**config.mk**
```make
export PLATFORM = sky130hd
export DESIGN_NAME = pipe_regfile_sb
export DESIGN_NICKNAME = d
export VERILOG_FILES = /design/src/rtl/rf_pkg.sv /design/src/rtl/rf_scoreboard.sv /design/src/rtl/pipe_regfile_sb.sv
export SDC_FILE = /design/constraint.sdc
export NUM_CORES = 1
export LEC_CHECK = 0
export ABC_CLOCK_PERIOD_IN_PS = 9950
export CORE_MARGIN = 2
export CORE_UTILIZATION = 40
export DETAILED_ROUTE_END_ITERATION = 7
export HOLD_SLACK_MARGIN = 0.03
export PLACE_DENSITY = 0.59
export SLEW_MARGIN = 20
export SYNTH_ARGS = -nofsm -noshare
export SYNTH_HDL_FRONTEND = slang
export SYNTH_HIERARCHICAL = 1
export SYNTH_SLANG_ARGS = --single-unit
```
**constraint.sdc**
```tcl
create_clock -name clk -period 9.95 [get_ports clk]
set_input_delay 0.995 -clock clk [delete_from_list [all_inputs] [get_ports clk]]
set_output_delay 0.995 -clock clk [all_outputs]
set_load 0.05 [all_outputs]
```
**src/rtl/rf_pkg.sv**
```systemverilog
// rf_pkg: shared sizing constants for the pipelined register file and its scoreboard.
//   RF_WIDTH     default data width
//   RF_DEPTH     default register count (power of two)
//   RF_AW        address width derived from RF_DEPTH
//   RF_RESET_VAL default contents loaded into every register on reset
package rf_pkg;

    localparam int              RF_WIDTH     = 16;
    localparam int              RF_DEPTH     = 16;
    localparam int              RF_AW        = $clog2(RF_DEPTH);
    localparam logic [15:0]     RF_RESET_VAL = 16'hABCD;

endpackage

```
**src/rtl/rf_scoreboard.sv**
```systemverilog
// rf_scoreboard: per-register pending bits, issue stall decision and pending count.
//   clk, rst          clock, synchronous active-high reset
//   raddr_1/2         operand read addresses of the issuing instruction
//   rd1_use/rd2_use   operand n is actually consumed
//   iss_en, iss_dst   issue request and its destination register
//   wr_en, waddr      writeback enable/address (clears the pending bit)
//   stall             combinational: issue blocked this cycle (RAW or WAW)
//   pend_cnt          registered number of pending registers
module rf_scoreboard
    import rf_pkg::*;
#(
    parameter int DEPTH    = RF_DEPTH,
    parameter bit BYPASS   = 1'b1,
    parameter bit ZERO_REG = 1'b0,
    localparam int AW      = $clog2(DEPTH)
) (
    input  logic          clk,
    input  logic          rst,
    input  logic [AW-1:0] raddr_1,
    input  logic [AW-1:0] raddr_2,
    input  logic          rd1_use,
    input  logic          rd2_use,
    input  logic          iss_en,
    input  logic [AW-1:0] iss_dst,
    input  logic          wr_en,
    input  logic [AW-1:0] waddr,
    output logic          stall,
    output logic [AW:0]   pend_cnt
);

    logic [DEPTH-1:0] pending_q, pending_d;
    logic [AW:0]      pend_cnt_q, pend_cnt_d;

    logic busy_1, busy_2, waw, iss_acc, set_v, inc, dec;

    // A pending operand is not a hazard when its producer writes back this
    // very cycle and the value is forwarded through the bypass path.
    always_comb begin
        busy_1 = pending_q[raddr_1] && !(BYPASS && wr_en && (waddr == raddr_1));
        busy_2 = pending_q[raddr_2] && !(BYPASS && wr_en && (waddr == raddr_2));
        if (ZERO_REG && (raddr_1 == '0)) busy_1 = 1'b0;
        if (ZERO_REG && (raddr_2 == '0)) busy_2 = 1'b0;
        // The outstanding write retiring now frees the destination for reuse.
        waw     = pending_q[iss_dst] && !(wr_en && (waddr == iss_dst));
        stall   = iss_en && ((rd1_use && busy_1) || (rd2_use && busy_2) || waw);
        iss_acc = iss_en && !stall;
        set_v   = iss_acc && !(ZERO_REG && (iss_dst == '0));
    end

    // Clear first, then set: a same-address writeback and accepted issue
    // leaves the bit set because the new producer is still in flight.
    always_comb begin
        pending_d = pending_q;
        if (wr_en) pending_d[waddr] = 1'b0;
        if (set_v) pending_d[iss_dst] = 1'b1;
    end

    // Incremental popcount: only real 0->1 and 1->0 transitions count.
    always_comb begin
        inc        = set_v && !pending_q[iss_dst];
        dec        = wr_en && pending_q[waddr] && !(set_v && (iss_dst == waddr));
        pend_cnt_d = pend_cnt_q + (AW+1)'(inc) - (AW+1)'(dec);
    end

    always_ff @(posedge clk) begin
        if (rst) begin
            pending_q  <= '0;
            pend_cnt_q <= '0;
        end else begin
            pending_q  <= pending_d;
            pend_cnt_q <= pend_cnt_d;
        end
    end

    assign pend_cnt = pend_cnt_q;

endmodule

```
**src/rtl/pipe_regfile_sb.sv**
```systemverilog
// pipe_regfile_sb: two-read / one-write register file with write-through bypass
// and a pending-destination scoreboard that stalls issue on RAW/WAW hazards.
//   clk, rst             clock, synchronous active-high reset (overrides WrX/iss_en)
//   raddr_1/2            read addresses; out_data_1/2 combinational read data
//   rd1_use/rd2_use      issuing instruction consumes operand 1/2
//   iss_en, iss_dst      issue request and destination register
//   stall                combinational issue block
//   WrX, waddr, DataIn   writeback port (1-cycle latency to storage)
//   pend_cnt             registered count of pending registers
module pipe_regfile_sb
    import rf_pkg::*;
#(
    parameter int               WIDTH     = RF_WIDTH,
    parameter int               DEPTH     = RF_DEPTH,
    parameter logic [WIDTH-1:0] RESET_VAL = RF_RESET_VAL,
    parameter bit               BYPASS    = 1'b1,
    parameter bit               ZERO_REG  = 1'b0,
    localparam int              AW        = $clog2(DEPTH)
) (
    input  logic             clk,
    input  logic             rst,
    input  logic [AW-1:0]    raddr_1,
    input  logic [AW-1:0]    raddr_2,
    output logic [WIDTH-1:0] out_data_1,
    output logic [WIDTH-1:0] out_data_2,
    input  logic             rd1_use,
    input  logic             rd2_use,
    input  logic             iss_en,
    input  logic [AW-1:0]    iss_dst,
    output logic             stall,
    input  logic             WrX,
    input  logic [AW-1:0]    waddr,
    input  logic [WIDTH-1:0] DataIn,
    output logic [AW:0]      pend_cnt
);

    logic [DEPTH-1:0][WIDTH-1:0] mem_q, mem_d;

    // Writes to register 0 are dropped when it is hardwired to zero.
    always_comb begin
        mem_d = mem_q;
        if (WrX && !(ZERO_REG && (waddr == '0))) mem_d[waddr] = DataIn;
    end

    always_ff @(posedge clk) begin
        if (rst) mem_q <= {DEPTH{RESET_VAL}};
        else     mem_q <= mem_d;
    end

    // Read priority: hardwired zero, then same-cycle bypass, then storage.
    always_comb begin
        out_data_1 = mem_q[raddr_1];
        if (BYPASS && WrX && (waddr == raddr_1)) out_data_1 = DataIn;
        if (ZERO_REG && (raddr_1 == '0))         out_data_1 = '0;
    end

    always_comb begin
        out_data_2 = mem_q[raddr_2];
        if (BYPASS && WrX && (waddr == raddr_2)) out_data_2 = DataIn;
        if (ZERO_REG && (raddr_2 == '0))         out_data_2 = '0;
    end

    rf_scoreboard #(
        .DEPTH    (DEPTH),
        .BYPASS   (BYPASS),
        .ZERO_REG (ZERO_REG)
    ) u_sb (
        .clk      (clk),
        .rst      (rst),
        .raddr_1  (raddr_1),
        .raddr_2  (raddr_2),
        .rd1_use  (rd1_use),
        .rd2_use  (rd2_use),
        .iss_en   (iss_en),
        .iss_dst  (iss_dst),
        .wr_en    (WrX),
        .waddr    (waddr),
        .stall    (stall),
        .pend_cnt (pend_cnt)
    );

endmodule

```
Word-level counts from Yosys, hierarchy flattened
Index checks and enable logic that the tools add are counted.

storage, ports and cells
  bits in registers = 277
  output and inout port bits = 38
  input bits = 38

operators by class
  mux-type cells = 23
  add/sub/neg operators = 2
  reductions and logical operators = 24
  bitwise gates (word level) = 3
  eq/ne operators = 4
  order comparisons = 6

operators by type and width
  operator                                             count
  bitwise mux 256 bit                                  1
  binary-select mux 16 bit (select 4 bit)              2
  2-to-1 mux 16 bit                                    7
  demux 16 bit (select 4 bit)                          1
  < comparator 4 x 5 -> 1 bit, second input constant   4
  bitwise AND 16 bit                                   1
  binary-select mux 1 bit (select 4 bit)               4
  equality test 4 bit                                  4
  logical AND 1 bit                                    16
  inverter 16 bit                                      1
  OR 16 bit                                            1
  demux 1 bit (select 4 bit)                           2
  >= comparator 4 x 1 -> 1 bit, second input constant  2
  logical NOT 1 bit                                    6
  2-to-1 mux 1 bit                                     6
  adder 5 x 1 -> 5 bit                                 1
  subtractor 5 x 1 -> 5 bit                            1
  logical OR 1 bit                                     2

Depth between registers and ports, before layout
  word-level depth = 14
  mapped depth = 15
  depth with buffers taken out = 13

Modules after synthesis
The synthesis kept the hierarchy.

modules (own cells, without submodules)
  module           instances  sequential area each (µm²)  cells an instance  area each (µm²)
  pipe_regfile_sb  1          5124.9                      1490               14046.0
  rf_scoreboard    1          420.4                       180                1841.8

Worst setup path after synthesis
No wires, ideal clock.

  path type = input to register
  from = input raddr_1[2]
  to = register u_sb.pend_cnt_q[4], in the netlist u_sb/pend_cnt[4]
  stages = 14
  required time = 9.835 ns
  setup time = 0.115 ns
  arrival = 3.825 ns
  setup slack = 6.010 ns
  cells stage by stage = buf_6 mux4_1 mux2i_1 o32a_2 o22ai_4 or3_1 ha_1 inv_1 ha_1 fa_1 a21o_1 a21oi_1 xnor2_1 nor2_1

between the ends
  cells in the longest elaborated chain, start to end = 14

RTL lines
  item                                                                            RTL line               text
  start: declaration                                                              pipe_regfile_sb.sv:22  input logic [AW-1:0] raddr_1,
  branches (longest 3 deep; another with binary-select mux 1 bit (select 4 bit))  n/a
  logical AND 1 bit (*)                                                           rf_scoreboard.sv:39    busy_1 = pending_q[raddr_1] && !(BYPASS && wr_en && (waddr == raddr_1));
  logical AND 1 bit (*)                                                           rf_scoreboard.sv:45    stall = iss_en && ((rd1_use && busy_1) || (rd2_use && busy_2) || waw);
  logical OR 1 bit (*) (2 in series)                                              rf_scoreboard.sv:45
  logical AND 1 bit (*)                                                           rf_scoreboard.sv:45
  logical NOT 1 bit (*)                                                           rf_scoreboard.sv:46    iss_acc = iss_en && !stall;
  logical AND 1 bit (*)                                                           rf_scoreboard.sv:46
  branches (longest 3 deep; another with adder 5 x 1 -> 5 bit)                    n/a
  subtractor 5 x 1 -> 5 bit (*)                                                   rf_scoreboard.sv:62    pend_cnt_d = pend_cnt_q + (AW+1)'(inc) - (AW+1)'(dec);
  end signal: assignment                                                          rf_scoreboard.sv:71    pend_cnt_q <= pend_cnt_d;
  end: declaration                                                                rf_scoreboard.sv:32    logic [AW:0] pend_cnt_q, pend_cnt_d;

Every way passes the cells marked *. The select of a mux whose other input is x is not followed.
A chain may end at the register's enable or synchronous reset.

Worst setup path in the final report
  from = input raddr_1[0]
  to = output out_data_1[9]

between the ends
  cells in the longest elaborated chain, start to end = 3

RTL lines
  item                                                                                   RTL line                                      text
  binary-select mux 16 bit (select 4 bit) / equality test 4 bit (equally long branches)  pipe_regfile_sb.sv:52, pipe_regfile_sb.sv:53
  2-to-1 mux 16 bit (not written as such) / logical AND 1 bit (equally long branches)    pipe_regfile_sb.sv:52, pipe_regfile_sb.sv:53
  2-to-1 mux 16 bit (*)                                                                  pipe_regfile_sb.sv:53                         if (BYPASS && WrX && (waddr == raddr_1)) out_data_1 = DataIn;
  end: declaration                                                                       pipe_regfile_sb.sv:24                         output logic [WIDTH-1:0] out_data_1,

Every way passes the cells marked *; elsewhere a longest branch is shown, timed or not. The select of a mux whose other input is x is not followed.

==> summary.txt <==
status: completed
initial antenna violation count: 0
Max-slew headroom: 19.2%
Vias: 12789
Period Utilization, post-route: 53.9%
Num CTS Buffers: 35
Vias per Instance: 5.85
critical path depth: 7
most numerous cell in the Yosys netlist: nand2_1
Post-Layout Cell Count: 2185
GPL Wtd Cong: 0.835
MaxCap Viol Count: 0
First DRT Iteration DRCs: 953
Leak Pwr: 6.71 nW
r2r setup slk: 6.44 ns
IO buf count: 75
layout cells sized above 1: 17.1%
residual DRC count: 0
Min Hold Slack: 0.465 ns
Post-Route WL: 50.4 mm
Worst Path Max Fanout: 52
Synth Warn #: 6
total gr overflow: 0
Post-CTS Repair Setup Buffers: 0
DP Area: 0.0167 mm²
Final ANT Viol Nets: 0
clk sinks: 277
post-DR wirelength/cell: 23.1 µm
Synth area leader: dfxtp_1
Crit path required time: 8.96 ns
Slowest cell on crit path: buf_4
Cells after Synth: 1670
FMAX: 0.187 GHz
Power per Cell Area: 156 mW/mm²
hpwl dp: 29.4 mm
FP Rows: 73
# setup viols final: 0
CTS Hold Bufs: 0
Tmin final: 5.36 ns
GRT Total Usage: 24.6%
die area: 0.0413 mm²
CP Launch Type: input port
number of global-route vias before repair: 12781
Die H: 203 µm
critical path's top delay family: buffers and inverters
Final nets: 1681
CP endpoint kind: output port
worst r2r dst: u_sb/pend_cnt[4]
Initial Util: 40.3%
Clk Latency, worst-skew pair: 0.51 ns
RSZ-0062 raised after global routing: false
Post-Syn Area per Cell: 9.51 µm²
area share of the largest cell type after synthesis: 34.9%
Netlist Area Pre-Place: 0.0159 mm²
CP endpoint: out_data_1[9]
Yosys reg bits: 277
multi-input logic area: 0.00957 mm²
CTS tree: done
CP cell instances: buf_4 > buf_4 > mux4_2 > mux2i_1 > mux2i_1 > mux2_2 > clkdlybuf4s50_1
H-tree depth: 2
clk_skew: 0.0116 ns
crit path kind: input port to output port
number of synthesized flops with an enable pin: 0
clock-pin slew on the worst setup and hold paths: 0.06 ns
Buf/Inv on CP: 3
post_cts resized: 0
actual slew at the worst max-slew pin: 1.21 ns
crit path DAT: 4.36 ns
drt pass-1 iters: 5
Design Power: 2.79 mW
Max Root-Sink Buffers: 3
Root Driver: clkbuf_16
top_reg_cell synth: dfxtp_1
syn_nets: 1714
max incr delay on CP: 0.85 ns
first-pass GRT wire length: 77.7 mm
final hold vios: 0
reg2reg start: u_sb/pending_q[8]
placed cells: 2124
# IOs: 76
Final Instance Area: 0.0178 mm²
largest net degree at the start of global routing: 139
VDD IR-drop max: 0.0935 mV
Hold WC Path Type: flop to flop
most instantiated cells after synthesis: nand2_1, dfxtp_1, nand3b_1, mux4_2, clkbuf_1
FFs w/ async S/R, synth: 0%
sequential area share after synthesis: 34.9%
R2R cell count: 13
Max Slew Vio Count: 0
register area: 0.00555 mm²
CORE AREA: 0.0395 mm²
Die W: 203 µm
P&R area growth vs syn: 12.2%
n_diodes: 0
Sum Neg Setup Slack: 0 ns
Filler Cell Count: 3737
CP startpoint: raddr_1[0]
Synth area leaders: dfxtp_1, mux4_2, nand2_1
Unique masters post-synth: 48
## state kept, by name, indices dropped and copies added, names as in the netlist
register / cells
mem_q: 256
u_sb/pending_q: 16
u_sb/pend_cnt: 5
## metal layers
metal | vias to the layer above | part of all wire (%) | track usage [%]
met5 | - | 0 | 0
met2 | 488 | 48 | 41.2
li1 | 5811 | - | -
met3 | 112 | 6.3 | 3.20
met1 | 6378 | 41 | 32.1
met4 | 0 | 4.2 | 10.2
## worst min-delay path by stage
stage | depth (start not counted) | startpoint | to
6_report | 2 | mem_q[181] | mem_q[181]
3_3_place_gp | 2 | mem_q[193] | mem_q[193]
2_1_floorplan | 2 | mem_q[161] | mem_q[161]
3_5_place_dp | 2 | mem_q[28] | mem_q[28]
5_1_grt | 2 | mem_q[229] | mem_q[229]
4_1_cts | 2 | mem_q[68] | mem_q[68]
## kinds of logic after synthesis
group	after synthesis	synth area share [%]
AOI/OAI and AO/OA	141	5.69
xor gates and xnor gates	24	1.32
adders and majority gates	6	0.520
buffers and inverters	176	5.41
DFF	277	34.9
muxes	275	28.9
and+or+nand+nor	771	23.2
## cells in the final DEF, fill, tap and decap left out, types with 3 or more instances in the layout
master and n:
o41ai_1 11, clkinv_2 6, o31ai_1 3, inv_1 7, nand3b_1 166, nor2b_1 10, clkbuf_8 3, buf_4 27
xor2_1 18, nor3_2 3, buf_2 5, mux2i_1 98, nand2_1 528, nor2_2 3, or3_1 8, nor2_1 10
o211ai_1 9, dfxtp_1 277, clkbuf_16 37, clkbuf_1 9, clkdlybuf4s50_1 65, nor4_4 4, mux2_2 32, a21oi_1 98
o311ai_0 3, mux4_2 141, o41ai_2 3, bufinv_16 3, nand3_1 16, nor3_4 4, or2_2 4, xnor2_1 6
ha_1 5, nand2b_1 10
## per-stage QoR
step,worst slack (ns),utilization [%]
after floorplan,6.01,-
after global placement,4.52,42.3
after detailed placement,4.52,42.3
after CTS,4.52,45.2
after global routing,4.42,45.2
final,4.59,45.2
## report_power, final
part           total, mW  leakage (nW)  internal, mW  switching (mW)
clock               1.27         0.554         0.778           0.490
sequential          1.16          2.25          1.14          0.0198
combinational      0.362          3.91         0.141           0.221
total               2.79          6.71          2.05           0.731
## worst min-delay path: cells and delay by family, from the launching register on
family	cells	cell delay (ns)
AO/OA/AOI/OAI	1	0.05
flip-flops	1	0.31
AND/OR/NAND/NOR	1	0.05
## cell type report
cell class / count / area share, %
Clock buffer: 49 / 5.61
Tap cell: 525 / 3.68
Timing Repair Buffer: 99 / 5.05
Clock inverter: 11 / 0.758
Multi-Input combinational cell: 1217 / 53.7
Sequential cell: 277 / 31.1
Inverter: 7 / 0.147
Note: power is estimated with default switching activity, not from simulation.
==> RTL change, RTL diff (same settings) <==
`BYPASS` is set to 1'b1 in 2 places; all go to 1'b0.
--- a/src/rtl/rf_scoreboard.sv
+++ b/src/rtl/rf_scoreboard.sv
@@ -11,5 +11,5 @@
 #(
     parameter int DEPTH    = RF_DEPTH,
-    parameter bit BYPASS   = 1'b1,
+    parameter bit BYPASS   = 1'b0,
     parameter bit ZERO_REG = 1'b0,
     localparam int AW      = $clog2(DEPTH)
--- a/src/rtl/pipe_regfile_sb.sv
+++ b/src/rtl/pipe_regfile_sb.sv
@@ -14,5 +14,5 @@
     parameter int               DEPTH     = RF_DEPTH,
     parameter logic [WIDTH-1:0] RESET_VAL = RF_RESET_VAL,
-    parameter bit               BYPASS    = 1'b1,
+    parameter bit               BYPASS    = 1'b0,
     parameter bit               ZERO_REG  = 1'b0,
     localparam int              AW        = $clog2(DEPTH)
Behaviour: not the same (Yosys sat finds a counterexample within 4 cycles, from zero or initial values and one cycle with rst high).
==> RTL change against the unedited design <==
Total power shrank 0.16%. Largest power group unchanged. Setup slack lost 0.044 ns. Sequential cell count is the same. Final area shrank 4.2%. Cell count shrank 10%. Core utilization grew 0.16 points. Routed wire length grew 5.0%. Synthesized area shrank 3.6%.
==> RTL change: results (changes against the unedited design) <==
The run finished with clean final reports. For the largest vdd supply drop, the log shows 0.000138 V (was 0.0000935 V). The worst-case reg-to-reg path depth was 14 (was 13); the final worst clock skew was 0.00246 ns (was 0.0116 ns). The TritonCTS buffer count came out at 31 (was 35). The delay of the slowest cell on the worst path is 0.90 ns (was 0.85 ns), and the setup slack at placement is 4.53 ns (was 4.52 ns).

For the count of instances resized after the clock tree is built, the log shows 0 (unchanged). The leakage power was 0.00614 uW (was 0.00671 uW). Most frequent cells after synthesis: 277 x sky130_fd_sc_hd__dfxtp_1, 162 x sky130_fd_sc_hd__and3_1, 160 x sky130_fd_sc_hd__a211o_1 (was 528 x sky130_fd_sc_hd__nand2_1, 277 x sky130_fd_sc_hd__dfxtp_1, 166 x sky130_fd_sc_hd__nand3b_1). The area share of xor/xnor cells in the synthesized design is 0.457% (was 1.32%). The number of global-route vias before repair is 13100 (was 12800), and the ratio of cells with drive above 1 in the final layout is 17.7% (was 17.1%). Synth top area cells: sky130_fd_sc_hd__dfxtp_1 36%, sky130_fd_sc_hd__mux4_2 21%, sky130_fd_sc_hd__a211o_1 9.1% (was sky130_fd_sc_hd__dfxtp_1 35%, sky130_fd_sc_hd__mux4_2 20%, sky130_fd_sc_hd__nand2_1 12%). The detail-routed via count per cell was 6.68 (was 5.85). The arrival time of the worst setup path is 4.41 ns (was 4.36 ns), and the later-pin clock latency in the skew report is 0.56 ns (was 0.51 ns). Initial antenna violation count: 3 (was 0).

The top fanout value on the critical path is 48 (was 52). Routed wirelength normalized by instance count: 27.0 microns (was 23.1 microns). The violation count after the first detailed-routing iteration is 1511 (was 953). The fraction of synthesized area in multiplexers works out to 21.0% (was 28.9%). The run gives 1469 (was 1681) as the final layout net count.

Unique cell type count in the Yosys netlist: 55 (was 48). The adder-cell share of the synthesized area came out at 0.539% (was 0.520%). Instance area at placement: 16000 sq um (was 16700 sq um).

Final weighted congestion in routability-driven placement: 0.860 (was 0.835). The logs give 80700 microns (was 77700 microns) for the wire length of the first global-routing pass and 36.2% (was 34.9%) for the sequential element share of the synthesized area. The tools report the count of yosys warnings during synthesis as 6 (unchanged).

The compound-cell area share of the yosys netlist works out to 20.9% (was 5.69%). The worst slew margin relative to its limit came out at 16.1% (was 19.2%).
[RTL change: final timing paths]
| path | slack (ns) | endpoint | start |
|---|---|---|---|
| worst min-delay path | 0.48 | mem_q[104] | mem_q[104] |
| worst max register to register | 5.98 | u_sb/pend_cnt[4] | u_sb/pending_q[0] |
| worst min register to register | 0.48 | mem_q[104] | mem_q[104] |
| worst max-delay path | 4.55 | stall | raddr_2[0] |
[RTL change: power by group]
part           switching [uW]  total (uW)  internal, uW  leakage [uW]
Clock                     482        1230           751      0.000539
Sequential               19.3        1150          1130       0.00225
Combinational             263         393           131       0.00336
Total                     765        2780          2020       0.00614
[RTL change: kinds of logic after synthesis]
kind of cell	after synthesis
xor+xnor	8
flops	277
fa+ha+maj	6
compound gates	462
simple gates	387
mux	144
buf+inv	191
[RTL change: through the flow]
| stage | utilization [%] | cells |
|---|---|---|
| floorplan | - | 1475 |
| global placement | 42.5 | 1903 |
| detailed placement | 42.5 | 1903 |
| CTS | 45.4 | 1960 |
| global route | 45.4 | 1962 |
| finish | 45.4 | 1962 |
[RTL change: layout make-up]
class / instances / area, sq um
sequential: 277 / 5550
fill: 3527 / 20600
inverter: 9 / 33.8
clock buffer: 45 / 898
antenna: 2 / 5.00
multi-input combinational: 1007 / 8850
clock inverter: 12 / 189
tap: 511 / 639
timing repair buffer: 99 / 920
[RTL change: per-layer routing]
layer / up-vias / share of wire (%) / wire (microns) / track usage, %
li1: 5662 / - / - / -
met1: 6631 / 41 / 21700 / 36.5
met2: 693 / 47 / 24700 / 42.5
met3: 126 / 8.9 / 4710 / 4.14
met4: 2 / 3.4 / 1810 / 9.79
met5: - / 0.076 / 40 / 0
